$ cat src/rtl/scene_mem_pkg.sv
// Shared definitions for the voxel scene memory paths (loader and readback).
package scene_mem_pkg;

    localparam int ADDR_BITS_DEF = 15;
    localparam int PACK_W_DEF    = 8;

    typedef enum logic [1:0] {
        RB_IDLE,
        RB_FETCH,
        RB_WAIT,
        RB_SEND
    } rb_state_t;

    function automatic int num_words(input int addr_bits, input int pack_w);
        return (2 ** addr_bits) / pack_w;
    endfunction

endpackage

$ cat src/rtl/rb_bit_packer.sv
// Captures the one-bit memory read data into a PACK_W-wide word, qualified by
// the read enable and bit index delayed by one cycle to match the read latency.
module rb_bit_packer #(
    parameter int PACK_W = 8,
    parameter int IDX_W  = 3
) (
    input  logic              clk,
    input  logic              rst_n,
    input  logic              rd_en,
    input  logic [IDX_W-1:0]  bit_idx,
    input  logic              rdata,
    output logic [PACK_W-1:0] pack
);

    logic              cap_en_reg;
    logic [IDX_W-1:0]  cap_idx_reg;
    logic [PACK_W-1:0] pack_reg;
    logic [PACK_W-1:0] wr_sel;

    genvar gi;
    generate
        for (gi = 0; gi < PACK_W; gi++) begin : g_sel
            assign wr_sel[gi] = cap_en_reg && (cap_idx_reg == IDX_W'(gi));
        end
    endgenerate

    always_ff @(posedge clk or negedge rst_n) begin
        if (!rst_n) begin
            cap_en_reg  <= 1'b0;
            cap_idx_reg <= '0;
            pack_reg    <= '0;
        end else begin
            cap_en_reg  <= rd_en;
            cap_idx_reg <= bit_idx;
            pack_reg    <= (pack_reg & ~wr_sel) | ({PACK_W{rdata}} & wr_sel);
        end
    end

    assign pack = pack_reg;

endmodule

$ cat src/rtl/scene_readback_if.sv
// Streams the whole voxel occupancy memory to the host, PACK_W bits per word,
// LSB-first, with last-word framing and a done pulse.
module scene_readback_if
    import scene_mem_pkg::*;
#(
    parameter int ADDR_BITS = ADDR_BITS_DEF,
    parameter int PACK_W    = PACK_W_DEF,
    localparam int IDX_BITS = $clog2(PACK_W),
    localparam int WC_W     = ADDR_BITS - IDX_BITS + 1
) (
    input  logic                 clk,
    input  logic                 rst_n,
    input  logic                 start,
    input  logic                 abort,
    input  logic                 load_mode,
    output logic                 rd_en,
    output logic [ADDR_BITS-1:0] raddr,
    input  logic                 rdata,
    output logic                 out_valid,
    input  logic                 out_ready,
    output logic [PACK_W-1:0]    out_data,
    output logic                 out_last,
    output logic                 busy,
    output logic                 done,
    output logic [WC_W-1:0]      word_count
);

    localparam int IDX_W     = (IDX_BITS > 0) ? IDX_BITS : 1;
    localparam int NUM_WORDS = num_words(ADDR_BITS, PACK_W);
    localparam logic [WC_W-1:0]  LAST_WORD = WC_W'(NUM_WORDS - 1);
    localparam logic [IDX_W-1:0] LAST_IDX  = IDX_W'(PACK_W - 1);

    rb_state_t             state_reg;
    logic [ADDR_BITS-1:0]  rd_addr_reg;
    logic [IDX_W-1:0]      bit_idx_reg;
    logic [WC_W-1:0]       word_count_reg;
    logic                  rd_en_reg;
    logic                  out_valid_reg;
    logic                  busy_reg;
    logic                  done_reg;

    always_ff @(posedge clk or negedge rst_n) begin
        if (!rst_n) begin
            state_reg      <= RB_IDLE;
            rd_addr_reg    <= '0;
            bit_idx_reg    <= '0;
            word_count_reg <= '0;
            rd_en_reg      <= 1'b0;
            out_valid_reg  <= 1'b0;
            busy_reg       <= 1'b0;
            done_reg       <= 1'b0;
        end else begin
            done_reg <= 1'b0;
            // Cancel path: word_count is deliberately left at its last value.
            if (state_reg != RB_IDLE && (abort || load_mode)) begin
                state_reg     <= RB_IDLE;
                rd_en_reg     <= 1'b0;
                out_valid_reg <= 1'b0;
                busy_reg      <= 1'b0;
            end else begin
                case (state_reg)
                    RB_IDLE: begin
                        if (start && !load_mode && !abort) begin
                            state_reg      <= RB_FETCH;
                            rd_addr_reg    <= '0;
                            bit_idx_reg    <= '0;
                            word_count_reg <= '0;
                            rd_en_reg      <= 1'b1;
                            busy_reg       <= 1'b1;
                        end
                    end
                    RB_FETCH: begin
                        rd_addr_reg <= rd_addr_reg + ADDR_BITS'(1);
                        bit_idx_reg <= bit_idx_reg + IDX_W'(1);
                        if (bit_idx_reg == LAST_IDX) begin
                            state_reg   <= RB_WAIT;
                            rd_en_reg   <= 1'b0;
                            bit_idx_reg <= '0;
                        end
                    end
                    RB_WAIT: begin
                        state_reg     <= RB_SEND;
                        out_valid_reg <= 1'b1;
                    end
                    RB_SEND: begin
                        if (out_ready) begin
                            word_count_reg <= word_count_reg + WC_W'(1);
                            out_valid_reg  <= 1'b0;
                            if (word_count_reg == LAST_WORD) begin
                                state_reg <= RB_IDLE;
                                busy_reg  <= 1'b0;
                                done_reg  <= 1'b1;
                            end else begin
                                state_reg   <= RB_FETCH;
                                bit_idx_reg <= '0;
                                rd_en_reg   <= 1'b1;
                            end
                        end
                    end
                    default: begin
                        state_reg     <= RB_IDLE;
                        rd_en_reg     <= 1'b0;
                        out_valid_reg <= 1'b0;
                        busy_reg      <= 1'b0;
                    end
                endcase
            end
        end
    end

    rb_bit_packer #(
        .PACK_W (PACK_W),
        .IDX_W  (IDX_W)
    ) u_packer (
        .clk     (clk),
        .rst_n   (rst_n),
        .rd_en   (rd_en_reg),
        .bit_idx (bit_idx_reg),
        .rdata   (rdata),
        .pack    (out_data)
    );

    assign rd_en      = rd_en_reg;
    assign raddr      = rd_addr_reg;
    assign out_valid  = out_valid_reg;
    assign out_last   = out_valid_reg && (word_count_reg == LAST_WORD);
    assign busy       = busy_reg;
    assign done       = done_reg;
    assign word_count = word_count_reg;

endmodule

$ cat config.mk
export PLATFORM = sky130hd
export DESIGN_NAME = scene_readback_if
export DESIGN_NICKNAME = d
export VERILOG_FILES = /design/src/rtl/scene_mem_pkg.sv /design/src/rtl/rb_bit_packer.sv /design/src/rtl/scene_readback_if.sv
export SDC_FILE = /design/constraint.sdc
export NUM_CORES = 1
export LEC_CHECK = 0
export ABC_AREA = 1
export BUFFER_PORTS_ARGS = -buffer_cell sky130_fd_sc_hd__buf_2
export CORE_ASPECT_RATIO = 0.7
export CORE_UTILIZATION = 40
export CTS_BUF_LIST = sky130_fd_sc_hd__clkbuf_8
export CTS_CLUSTER_SIZE = 24
export DETAILED_ROUTE_END_ITERATION = 7
export GPL_TIMING_DRIVEN = 0
export HOLD_SLACK_MARGIN = 0.05
export PLACE_DENSITY = 0.56
export SLEW_MARGIN = 0
export SYNTH_ARGS = -nofsm -noshare
export SYNTH_HDL_FRONTEND = slang
export SYNTH_HIERARCHICAL = 1
export SYNTH_SLANG_ARGS = --single-unit
export TNS_END_PERCENT = 1
$ cat constraint.sdc
create_clock -name clk -period 4.2 [get_ports clk]
set_input_delay 0.21 -clock clk [delete_from_list [all_inputs] [get_ports clk]]
set_output_delay 0.21 -clock clk [all_outputs]
set_load 0.03 [all_outputs]
; ---- Word-level counts from Yosys, hierarchy flattened
; Index checks and enable logic that the tools add are counted.
[word_totals]
register_bits = 49
input_bits = 7
out_inout_bits = 41
wordCells = 103
[classes]
n_addsub = 3
eq_ne = 20
mux = 33
bitwise_logic = 5
n_reduce_logical = 31
[ops]
columns = cell, count
row1 = case mux 15 bit (2 select lines), 1
row2 = 2-to-1 mux 13 bit, 2
row3 = case mux 13 bit (2 select lines), 1
row4 = bitwise AND 8 bit, 2
row5 = adder 15 x 1 -> 15 bit (second input constant), 1
row6 = == test 3 bit (second input constant), 5
row7 = 2-to-1 mux 1 bit, 15
row8 = 2-to-1 mux 15 bit, 1
row9 = inequality test 3 bit (second input constant), 5
row10 = adder 13 x 1 -> 13 bit (second input constant), 1
row11 = == test 13 x 12 -> 1 bit (second input constant), 1
row12 = logical AND 1 bit, 12
row13 = 2-to-1 mux 3 bit, 4
row14 = AND reduction 5 bit, 2
row15 = case mux 3 bit (3 select lines), 1
row16 = nonzero test 3 bit, 3
row17 = 2-to-1 mux 2 bit, 4
row18 = NOT 8 bit, 1
row19 = bitwise OR 8 bit, 1
row20 = case mux 2 bit (4 select lines), 1
row21 = AND reduction 4 bit, 2
row22 = == test 3 x 2 -> 1 bit (second input constant), 2
row23 = inequality test 2 bit (second input constant), 3
row24 = AND reduction 3 bit, 2
row25 = 14 further kinds, 19

; ---- Logic depth before layout (Yosys ltp)
[depth]
depth_word = 6
ltp_mapped = 11
ltp_nobuf = 10

; ---- Modules after synthesis
; The synthesis kept the hierarchy.
[by_module_without_submodules]
columns = module, n_inst, cells_each, area_each_um2, seq_area_each_um2
row1 = scene_readback_if, 1, 307, 2248.4, 925.9
row2 = rb_bit_packer, 1, 55, 489.2, 300.3

; ---- Least setup slack after synthesis
; Ideal clock, no wire load.
[synth_timing]
path_kind = reg-to-output
start = register word_count_reg[0], in the netlist word_count[0]
end = output out_last
t_arrival_ns = 1.577
required_time_ns = 3.990
setup_slack_ns = 2.413
stages_incl_launch_ff = 6
n_path_buf = 0
cell_sequence = dfrtp_1 -> ha_1 -> nand3_1 -> nor2_1 -> nand3_1 -> nor2_1
[synth_via]
elab_chain_len = 2
[synth_rtl]
columns = item, line_no
row1 = start: declaration, scene_readback_if.sv:36  ; logic [WC_W-1:0] word_count_reg;
row2 = start signal: assignment, scene_readback_if.sv:87  ; word_count_reg <= word_count_reg + WC_W'(1);
row3 = == test 13 x 12 -> 1 bit, scene_readback_if.sv:126  ; assign out_last = out_valid_reg && (word_count_reg == LAST_WORD);
row4 = logical AND 1 bit, scene_readback_if.sv:126
row5 = end: declaration, scene_readback_if.sv:22  ; output logic out_last,
; Every way passes these cells.

; ---- Worst setup path after layout
; Ends and elaborated chain as after synthesis.

==> impl_metrics.env <==
export IMPL_crit_type="reg2out"
export IMPL_grtUsageMet2_pct=27.70
export IMPL_cts_resized=0
export IMPL_grt_total_usage_pct=19.05
export IMPL_hold_buffers=0
export IMPL_pre_cts_ws_ns=2.389
export IMPL_drive_above_1_share_pct=19.23
export IMPL_worst_slack_ns=2.211
export IMPL_slew_violations=0
export IMPL_dieArea_um2=7184
export IMPL_dr_pass1_iters=4
export IMPL_fin_tns_setup_ns=0
export IMPL_post_dp_hpwl_um=4579
export IMPL_syn_avg_cell_area_um2=7.563
export IMPL_wl_um=6118
export IMPL_post_route_util_pct=49.45
export IMPL_synth_edff_count=0
export IMPL_synth_seq_cells=49
export IMPL_synth_distinct_cells=30
export IMPL_rsz0062_at_grt="no"
export IMPL_fp_row_count=24
export IMPL_cts_setup_buffers=0
export IMPL_syn_nets=378
export IMPL_hold_viol_final=0
export IMPL_worst_slew_pin_slew_ns=1.119
export IMPL_grt_max_degree=50
export IMPL_ant_nets=0
export IMPL_grtUsageMet3_pct=3.805
export IMPL_grt_pass1_wl_um=10740
export IMPL_grt_ovfl_total=0
export IMPL_ys_seq_area_share_pct=44.79
export IMPL_cp_end_kind="output port"
export IMPL_cts_clk_slew_worst_paths_ns=0.09
export IMPL_cts_made_buffers=5
export IMPL_p_leak_nw=1.625
export IMPL_final_period_utilization_pct=47.36
export IMPL_cts_tree="built"
export IMPL_fin_crit_ns=1.989
export IMPL_finClkSkew_ns=0.007430
export IMPL_placed_cells=499
export IMPL_drv_cap=0
export IMPL_busiest_layer="met1"
export IMPL_insertion_delay_ns=0.30
export IMPL_fillerInstances=691
export IMPL_async_flop_share_pct=100.0
export IMPL_fmax_mhz=502.7
export IMPL_netlist_area_um2=2738
export IMPL_synthCells=362
export IMPL_yosys_warnings=6
export IMPL_io_buffers=46
export IMPL_setup_violations=0
export IMPL_drc_errors=0
export IMPL_antenna_found_initial=0
export IMPL_cts_buffer_depth=2
export IMPL_die_w_um=100.9
export IMPL_final_cells=507
export IMPL_via_per_inst=4.732
export IMPL_antenna_cells=0
export IMPL_power_mw=1.581
export IMPL_min_delay_path_class="in2async"
export IMPL_use_met1_pct=28.92
export IMPL_cts_root_buffer="clkbuf_8"
export IMPL_ys_flop_type="dfrtp_1"
export IMPL_final_nets=431
export IMPL_synthToLayoutAreaGrowth_pct=16.09
export IMPL_first_global_vias=2257
export IMPL_crit_required_ns=3.99
export IMPL_arrival_ns=1.78
export IMPL_gp_congestion=0.8631
export IMPL_cp_max_fo=8
export IMPL_die_h_um=71.22
export IMPL_r2r_slack_ns=2.37
export IMPL_setup_worst_path_start_class="flop"
export IMPL_initial_utilization_pct=42.60
export IMPL_ios=48
export IMPL_fp_coreArea_um2=6426
export IMPL_htree_levels=2
export IMPL_slew_headroom_pct=25.39
export IMPL_wl_per_cell_um=12.07
export IMPL_ir_worst_vdd_mv=0.2273
export IMPL_clock_sinks=49
export IMPL_vias=2399
export IMPL_p_per_area_nw_per_um2=497.5
export IMPL_status="complete, no violations"
export IMPL_initialDrtViolationCount=158
## cells in the final DEF, fill, tap and decap left out, types with 2 or more instances in the layout
cell type,instances
nand2_2,2
buf_2,47
nor2_2,5
nand4_1,8
clkbuf_8,6
a21oi_1,8
nor3_1,7
xor2_1,2
nand2_1,108
nor2_1,49
inv_1,36
o21ai_1,4
ha_1,9
buf_6,2
inv_2,4
nand3_1,40
o21ai_0,11
nor2_4,5
dfrtp_1,49
## stage by stage
stage          hold WS, ns  area, µm²
3_5_place_dp        0.4032       3082
2_1_floorplan     -0.08559       2738
3_3_place_gp        0.3997       3082
5_1_grt             0.1571       3178
6_report            0.1113       3178
4_1_cts             0.1434       3178
## cell type report
cell class / count / area [µm²] / area share, %
multi-input combinational: 268 / 1319 / 41.50
sequential: 49 / 1226 / 38.58
timing repair buffer: 46 / 230.2 / 7.244
inverter: 40 / 150.1 / 4.724
tap: 91 / 113.9 / 3.583
clock buffer: 6 / 82.58 / 2.598
buffer: 5 / 42.54 / 1.339
clock inverter: 2 / 13.76 / 0.4331
## power by group
part	internal (mW)	leakage [nW]	switching (mW)
sequential	0.564	0.640	0.0898
clock	0.134	0.0512	0.164
combinational	0.186	0.934	0.443
total	0.885	1.62	0.696
## Yosys cell counts (2+ instances only)
cell type / count / area (µm²)
nand3_1: 40 / 200.2
nand2_2: 2 / 12.51
o21ai_1: 4 / 20.02
nor2_2: 5 / 31.28
ha_1: 9 / 112.6
o21ai_0: 11 / 55.05
nor2_1: 49 / 183.9
inv_1: 36 / 135.1
xor2_1: 2 / 17.52
inv_2: 4 / 15.01
nor2_4: 5 / 56.30
dfrtp_1: 49 / 1226
nor3_1: 7 / 35.03
buf_6: 2 / 22.52
a21oi_1: 8 / 40.04
nand4_1: 8 / 50.05
nand2_1: 108 / 405.4
## routing by layer
layer  vias to the layer above  part of all wire, %  routed length [µm]
li1                       1264                    -                   -
met1                      1092                   55                3385
met2                        41                   40                2446
met3                         2                  4.3                 261
met4                         0                 0.41                  25
met5                         -                    0                   0
## kinds of logic (layout without fill, tap and decap cells)
kind of cell / after synthesis / count (layout) / synth area share, %
simple gates: 228 / 228 / 37.20
flops: 49 / 49 / 44.79
buf+inv: 45 / 99 / 7.038
compound gates: 28 / 28 / 5.896
fa+ha+maj: 9 / 9 / 4.113
xor+xnor: 3 / 3 / 0.9600
## worst max-delay path: stages, from the launching register on
cell and delay [ns]:
dfrtp_1 0.49, ha_1 0.23, nand3_1 0.09, nor2_1 0.20
nand3_1 0.16, nor2_1 0.11, buf_2 0.20
## path summary, 6_finish.rpt
kind                       cells after the start                       to      startpoint
setup / recovery                               6                 out_last   word_count[0]
hold / removal                                 1            word_count[7]           rst_n
setup reg to reg                               8           word_count[12]    state_reg[0]
hold reg to reg                                0  u_packer/cap_idx_reg[1]  bit_idx_reg[1]
max in group asynchronous                      1                    rd_en           rst_n
min in group clk                               3                     done       out_ready
Note: power is estimated with default switching activity, not from simulation.
